File: config.mk
export PLATFORM = sky130hd
export DESIGN_NAME = uart_frame_sequencer
export DESIGN_NICKNAME = d
export VERILOG_FILES = /design/src/rtl/uart_pkg.sv /design/src/rtl/uart_byte_fifo.sv /design/src/rtl/uart_frame_sequencer.sv
export SDC_FILE = /design/constraint.sdc
export NUM_CORES = 1
export LEC_CHECK = 0
export CAP_MARGIN = 20
export CORE_UTILIZATION = 35
export DETAILED_ROUTE_END_ITERATION = 10
export PLACE_DENSITY = 0.63
export SLEW_MARGIN = 40
export SYNTH_ARGS = -nofsm -noshare
export SYNTH_HDL_FRONTEND = slang
export SYNTH_SLANG_ARGS = --single-unit
File: constraint.sdc
create_clock -name clk_in -period 3.95 [get_ports clk_in]
set_clock_uncertainty 0.15 [all_clocks]
set_input_delay 0.79 -clock clk_in [delete_from_list [all_inputs] [get_ports clk_in]]
set_output_delay 0.79 -clock clk_in [all_outputs]
set_load 0.05 [all_outputs]
File: src/rtl/uart_pkg.sv
// uart_pkg
// Shared definitions for the UART frame sequencer: data width, default
// FIFO depth / abort timeout, and the sequencer FSM state encoding.
package uart_pkg;

    localparam int UART_DATA_W     = 8;
    localparam int DEFAULT_DEPTH   = 8;
    localparam int DEFAULT_TIMEOUT = 15;

    typedef enum logic [1:0] {
        ST_IDLE,
        ST_LOAD,
        ST_RUN,
        ST_CAPTURE
    } seq_state_t;

endpackage

File: src/rtl/uart_byte_fifo.sv
// uart_byte_fifo
// Circular byte FIFO feeding the frame sequencer. Pointers wrap modulo
// DEPTH (power of two), count tracks 0..DEPTH. A push while full is
// refused even if a pop happens in the same cycle. No bypass path: a
// pushed byte is visible at head only from the following cycle.
// Ports:
//   clk_in, rst         clock, synchronous active-high reset
//   push, push_data     write request and byte
//   pop                 remove head (ignored when empty)
//   head                byte at the read pointer
//   full, empty, count  occupancy status
module uart_byte_fifo
    import uart_pkg::*;
#(
    parameter int DEPTH = DEFAULT_DEPTH
) (
    input  logic                   clk_in,
    input  logic                   rst,
    input  logic                   push,
    input  logic [UART_DATA_W-1:0] push_data,
    input  logic                   pop,
    output logic [UART_DATA_W-1:0] head,
    output logic                   full,
    output logic                   empty,
    output logic [$clog2(DEPTH):0] count
);

    localparam int AW = $clog2(DEPTH);
    localparam int CW = AW + 1;

    logic [UART_DATA_W-1:0] mem [DEPTH];
    logic [AW-1:0]          wr_ptr;
    logic [AW-1:0]          rd_ptr;
    logic                   do_push;
    logic                   do_pop;

    assign full    = (count == CW'(DEPTH));
    assign empty   = (count == '0);
    assign do_push = push & ~full;
    assign do_pop  = pop & ~empty;
    assign head    = mem[rd_ptr];

    always_ff @(posedge clk_in) begin
        if (!rst && do_push) begin
            mem[wr_ptr] <= push_data;
        end
    end

    always_ff @(posedge clk_in) begin
        if (rst) begin
            wr_ptr <= '0;
            rd_ptr <= '0;
            count  <= '0;
        end else begin
            if (do_push) begin
                wr_ptr <= wr_ptr + AW'(1);
            end
            if (do_pop) begin
                rd_ptr <= rd_ptr + AW'(1);
            end
            case ({do_push, do_pop})
                2'b10:   count <= count + CW'(1);
                2'b01:   count <= count - CW'(1);
                default: count <= count;
            endcase
        end
    end

endmodule

File: src/rtl/uart_frame_sequencer.sv
// uart_frame_sequencer
// Queues bytes in a FIFO and drives a UART core one frame at a time:
// IDLE -> LOAD (present byte, run=0) -> RUN (run=1, wait for done or
// abort after TIMEOUT cycles) -> CAPTURE (latch received byte, pop).
// Ports:
//   clk_in, rst              clock, synchronous active-high reset
//   in_data/in_valid/in_ready byte input stream into the FIFO
//   uart_din, uart_run       byte and run control towards the UART core
//   uart_done/dout/err       completion, received byte, parity error
//   rx_data/rx_err/rx_valid  captured result, rx_valid pulses once
//   timeout                  one-cycle pulse when a frame is aborted
//   fifo_count, busy         FIFO occupancy, FSM not idle
module uart_frame_sequencer
    import uart_pkg::*;
#(
    parameter int DEPTH   = DEFAULT_DEPTH,
    parameter int TIMEOUT = DEFAULT_TIMEOUT
) (
    input  logic                   clk_in,
    input  logic                   rst,
    input  logic [UART_DATA_W-1:0] in_data,
    input  logic                   in_valid,
    output logic                   in_ready,
    output logic [UART_DATA_W-1:0] uart_din,
    output logic                   uart_run,
    input  logic                   uart_done,
    input  logic [UART_DATA_W-1:0] uart_dout,
    input  logic                   uart_err,
    output logic [UART_DATA_W-1:0] rx_data,
    output logic                   rx_err,
    output logic                   rx_valid,
    output logic                   timeout,
    output logic [$clog2(DEPTH):0] fifo_count,
    output logic                   busy
);

    localparam int CW    = $clog2(DEPTH) + 1;
    localparam int CNT_W = (TIMEOUT > 0) ? $clog2(TIMEOUT + 1) : 1;

    seq_state_t             state;
    logic [CNT_W-1:0]       wait_cnt;
    logic [UART_DATA_W-1:0] din_q;
    logic [UART_DATA_W-1:0] fifo_head;
    logic                   fifo_full;
    logic                   fifo_empty;
    logic                   fifo_push;
    logic                   fifo_pop;
    logic                   timed_out;
    logic                   more_after_pop;

    assign in_ready  = ~fifo_full;
    assign fifo_push = in_valid & in_ready;
    assign busy      = (state != ST_IDLE);

    // Done has priority over the abort on the boundary cycle.
    assign timed_out = (state == ST_RUN) && !uart_done &&
                       (wait_cnt == CNT_W'(TIMEOUT));
    assign fifo_pop  = (state == ST_CAPTURE) || timed_out;

    // Occupancy after this cycle's pop, including a concurrent push.
    assign more_after_pop = (fifo_count > CW'(1)) || fifo_push;

    // In LOAD the head is shown directly so the byte pushed or exposed by
    // the previous edge is presented without an extra cycle; din_q then
    // holds it through RUN and afterwards.
    assign uart_din = (state == ST_LOAD) ? fifo_head : din_q;

    uart_byte_fifo #(
        .DEPTH(DEPTH)
    ) u_fifo (
        .clk_in   (clk_in),
        .rst      (rst),
        .push     (fifo_push),
        .push_data(in_data),
        .pop      (fifo_pop),
        .head     (fifo_head),
        .full     (fifo_full),
        .empty    (fifo_empty),
        .count    (fifo_count)
    );

    always_ff @(posedge clk_in) begin
        if (rst) begin
            state    <= ST_IDLE;
            wait_cnt <= '0;
            din_q    <= '0;
            uart_run <= 1'b0;
            rx_data  <= '0;
            rx_err   <= 1'b0;
            rx_valid <= 1'b0;
            timeout  <= 1'b0;
        end else begin
            rx_valid <= 1'b0;
            timeout  <= 1'b0;
            case (state)
                ST_IDLE: begin
                    if (!fifo_empty) begin
                        state <= ST_LOAD;
                    end
                end
                ST_LOAD: begin
                    din_q    <= fifo_head;
                    wait_cnt <= '0;
                    uart_run <= 1'b1;
                    state    <= ST_RUN;
                end
                ST_RUN: begin
                    if (uart_done) begin
                        rx_data  <= uart_dout;
                        rx_err   <= uart_err;
                        rx_valid <= 1'b1;
                        uart_run <= 1'b0;
                        state    <= ST_CAPTURE;
                    end else if (timed_out) begin
                        timeout  <= 1'b1;
                        uart_run <= 1'b0;
                        state    <= ST_IDLE;
                    end else begin
                        wait_cnt <= wait_cnt + CNT_W'(1);
                    end
                end
                ST_CAPTURE: begin
                    state <= more_after_pop ? ST_LOAD : ST_IDLE;
                end
                default: begin
                    state <= ST_IDLE;
                end
            endcase
        end
    end

endmodule

==> summary.md <==
| Metric | Value |
|---|---|
| Main synth FF type | `edfxtp_1` |
| Share of post-route cells with drive strength above 1 | `12.7%` |
| I/O pin total | `47` |
| Largest fanout on the critical path | `16` |
| Final WL | `7.73 mm` |
| H-tree levels | `3` |
| TritonCTS clock tree | `yes` |
| Post-route DRC | `0` |
| Rows | `39` |
| Gr ovfl total | `0` |
| Slew Viols, Final | `0` |
| Total track usage | `13.6%` |
| Critical Path, Cell by Cell | `buf_4, mux4_1, o22ai_1, nor2_1, clkdlybuf4s50_1` |
| Detail Route Antenna Nets | `0` |
| Switching power | `0.00104 W` |
| Routed via count | `2,451` |
| Drt first-iter violations | `182` |
| Synthesized flop and latch total | `103` |
| Combinational Power Share | `28.5%` |
| First-pass GRT wire length | `12.8 mm` |
| CP required | `3010 ps` |
| Arr. time, crit path | `2610 ps` |
| Top achievable clock speed | `282 MHz` |
| CTS Buffer Depth | `2` |
| Pre-CTS setup slack | `659 ps` |
| Top-area cell type share of the netlist area | `46.4%` |
| LEAKAGE | `1.71 nW` |
| Worst reg-to-reg setup slack | `1250 ps` |
| Ys Warns | `0` |
| Post-synthesis net count | `331` |
| RePlAce Congestion | `0.717` |
| Ant. Diodes | `0` |
| Hold slack | `305 ps` |
| HP Start | `rx_data[6]` |
| Num CTS Buffers | `9` |
| Post-layout instance area | `5090 sq um` |
| Seq pwr share | `41.8%` |
| DIE AREA | `12,300 sq um` |
| Number of max-cap violations | `0` |
| Power Total | `0.00299 W` |
| Gates resized, CTS repair | `0` |
| Setup TNS | `0 ps` |
| Fin crit period | `3550 ps` |
| TritonCTS Sinks | `103` |
| Initial core utilization | `36.1%` |
| Detailed placement HPWL | `5.41 mm` |
| Synth Cell Area | `4140 sq um` |
| RR Endpoint | `u_fifo.count[3]` |
| Ys async rst share | `0%` |
| Hold Path Cell Cnt | `2` |
| Worst hold path type | `flip-flop to flip-flop` |
| Synthesized netlist cell count | `297` |
| Worst r2r src | `state[0]` |
| Setup violators final | `0` |
| Area leader, netlist | `edfxtp_1` |
| Worst skew pair latency | `350 ps` |
| Sequential cell area fraction in the yosys report | `65.3%` |
| Initial antenna violation count | `0` |
| Most common cell in the netlist | `edfxtp_1` |
| Commonest cells post-synth | `64 x edfxtp_1, 39 x dfxtp_1, 33 x nor2_1` |
| Distinct cells, synth | `44` |
| R2R depth | `10` |
| Rel. slew slack | `63.7%` |
| IR drop worst, VDD | `0.316 mV` |
| Part of the cycle the worst path needs | `89.9%` |
| Cell Area, Placed | `4770 sq um` |
| Startpoint Class | `flip-flop` |
| Area contributors post-synth | `edfxtp_1 46%, dfxtp_1 19%, mux4_2 5.4%` |
| Die H | `111 um` |
| Nets@finish | `384` |
| Worst-path clk slew | `70 ps` |
| Pint | `0.00196 W` |
| Status | `completed` |
| WL/cell | `15.5 um` |
| Vias per inst | `4.92` |
| Vias in the first global route | `2,523` |
| PwrDens | `588 nW/um^2` |
| Setup WS post-layout | `399 ps` |
| CP Capture Type | `output pin` |
| Number of synthesized flops with an enable pin | `64` |
| Synthesized area per cell | `13.9 sq um` |
| # fillers | `990` |
| Worst Hold Endpoint | `rx_data[6]` |
| PortBufs | `46` |
| Core box area | `11,500 sq um` |
| Largest net degree at the start of global routing | `37` |
| Area grow syn2layout | `22.9%` |
| Slowest stage cell, crit path | `clkdlybuf4s50_1` |
| Kind of critical path | `flip-flop to output pin` |
| Slew @ Worst Pin | `544 ps` |
| Hold Vio Cnt, Final | `0` |
| Clock Tree Root | `clkbuf_16` |
| Post-CTS setup buffer count | `0` |
| CP peak stage delay | `710 ps` |
| Sw Share | `34.6%` |
| # hold bufs at CTS | `0` |
| First drt pass iteration count | `4` |
| Clock share of power | `29.7%` |
| Die width | `111 um` |
| RSZ-0062 raised after global routing | `no` |
how the worst max path moves through the flow:
| stage | start | end | slack (ps) | cells after the start |
|---|---|---|---|---|
| CTS | flip-flop | uart_din[1] | 350 | 5 |
| finish | flip-flop | uart_din[1] | 400 | 5 |
| detailed placement | uart_done | u_fifo.count[3] | 660 | 9 |
| global route | state[1] | uart_din[6] | 200 | 6 |
| floorplan | u_fifo.count[0] | u_fifo.mem[0][0] | 710 | 6 |
| global placement | uart_done | u_fifo.count[3] | 690 | 9 |
sequential cells by signal, indices dropped and copies added (netlist names), 2 cells and up, named ones only:
name           count
din_q              8
state              2
u_fifo.wr_ptr      3
u_fifo.mem        64
u_fifo.rd_ptr      3
wait_cnt           4
rx_data            8
u_fifo.count       4
kinds of logic after synthesis:
| family | after synthesis | synth area share, % |
|---|---|---|
| AND/OR/NAND/NOR | 99 | 11.4 |
| multiplexers | 20 | 10.3 |
| flip-flops | 103 | 65.3 |
| XOR/XNOR | 6 | 1.27 |
| adder cells (fa/ha/maj) | 13 | 3.93 |
| AO/OA/AOI/OAI | 37 | 5.44 |
| buffers and inverters | 19 | 2.48 |
layer usage:
metal / global-route usage (%) / share of wire [%] / routed length (um)
met1: 17.5 / 45 / 3510
met2: 21.6 / 50 / 3830
met3: 3.83 / 3.1 / 240
met5: 0 / 0 / 0
met4: 5.51 / 1.9 / 144
cells in the final DEF, fill, tap and decap left out, types with 2 or more instances in the layout:
| cell type | instances |
|---|---|
| inv_6 | 3 |
| buf_4 | 8 |
| nor2_1 | 30 |
| mux2_2 | 2 |
| nor2_2 | 4 |
| mux4_1 | 6 |
| nand3_1 | 6 |
| nor4_1 | 4 |
| ha_1 | 13 |
| o22ai_1 | 8 |
| dfxtp_1 | 39 |
| mux4_2 | 10 |
| a21oi_1 | 18 |
| or2_2 | 2 |
| o21ai_0 | 3 |
| nand2_1 | 27 |
| nand2b_1 | 3 |
| clkinv_8 | 3 |
| inv_1 | 7 |
| or3_1 | 2 |
| mux2i_1 | 2 |
| nand4_1 | 2 |
| a211oi_1 | 3 |
| nor3_1 | 10 |
| clkdlybuf4s50_1 | 46 |
| clkbuf_16 | 9 |
| xor2_1 | 5 |
| edfxtp_1 | 64 |
critical path, delay by kind of cell, from the launching register on:
| kind | cells | cell delay (ps) |
|---|---|---|
| AO/OA/AOI/OAI | 1 | 230 |
| buffers and inverters | 2 | 990 |
| flip-flops | 1 | 310 |
| multiplexers | 1 | 650 |
| AND/OR/NAND/NOR | 1 | 90 |
final cells by class:
| cell class | count | area [sq um] | share of cell area [%] |
|---|---|---|---|
| clock buffers | 9 | 225 | 4.43 |
| multi-input cells | 175 | 1340 | 26.4 |
| repair buffers | 54 | 520 | 10.2 |
| well taps | 143 | 179 | 3.52 |
| inverters | 7 | 26.3 | 0.516 |
| clock inverters | 7 | 91.3 | 1.79 |
| flip-flops and latches | 103 | 2700 | 53.1 |
power by group through the flow:
stage          clock network [W]  registers, W  logic [W]
6_report                0.000890       0.00125   0.000853
3_3_place_gp                   0       0.00127   0.000851
5_1_grt                 0.000961       0.00126   0.000924
3_5_place_dp                   0       0.00128   0.000858
4_1_cts                 0.000916       0.00125   0.000862
2_1_floorplan                  0       0.00133   0.000542
metrics by stage:
stage	instances	utilization [%]
6_report	498	44.4
5_1_grt	498	44.4
4_1_cts	498	44.4
3_5_place_dp	482	41.6
3_3_place_gp	482	41.5
2_1_floorplan	297	-
Power figures use the tool's default switching activity.
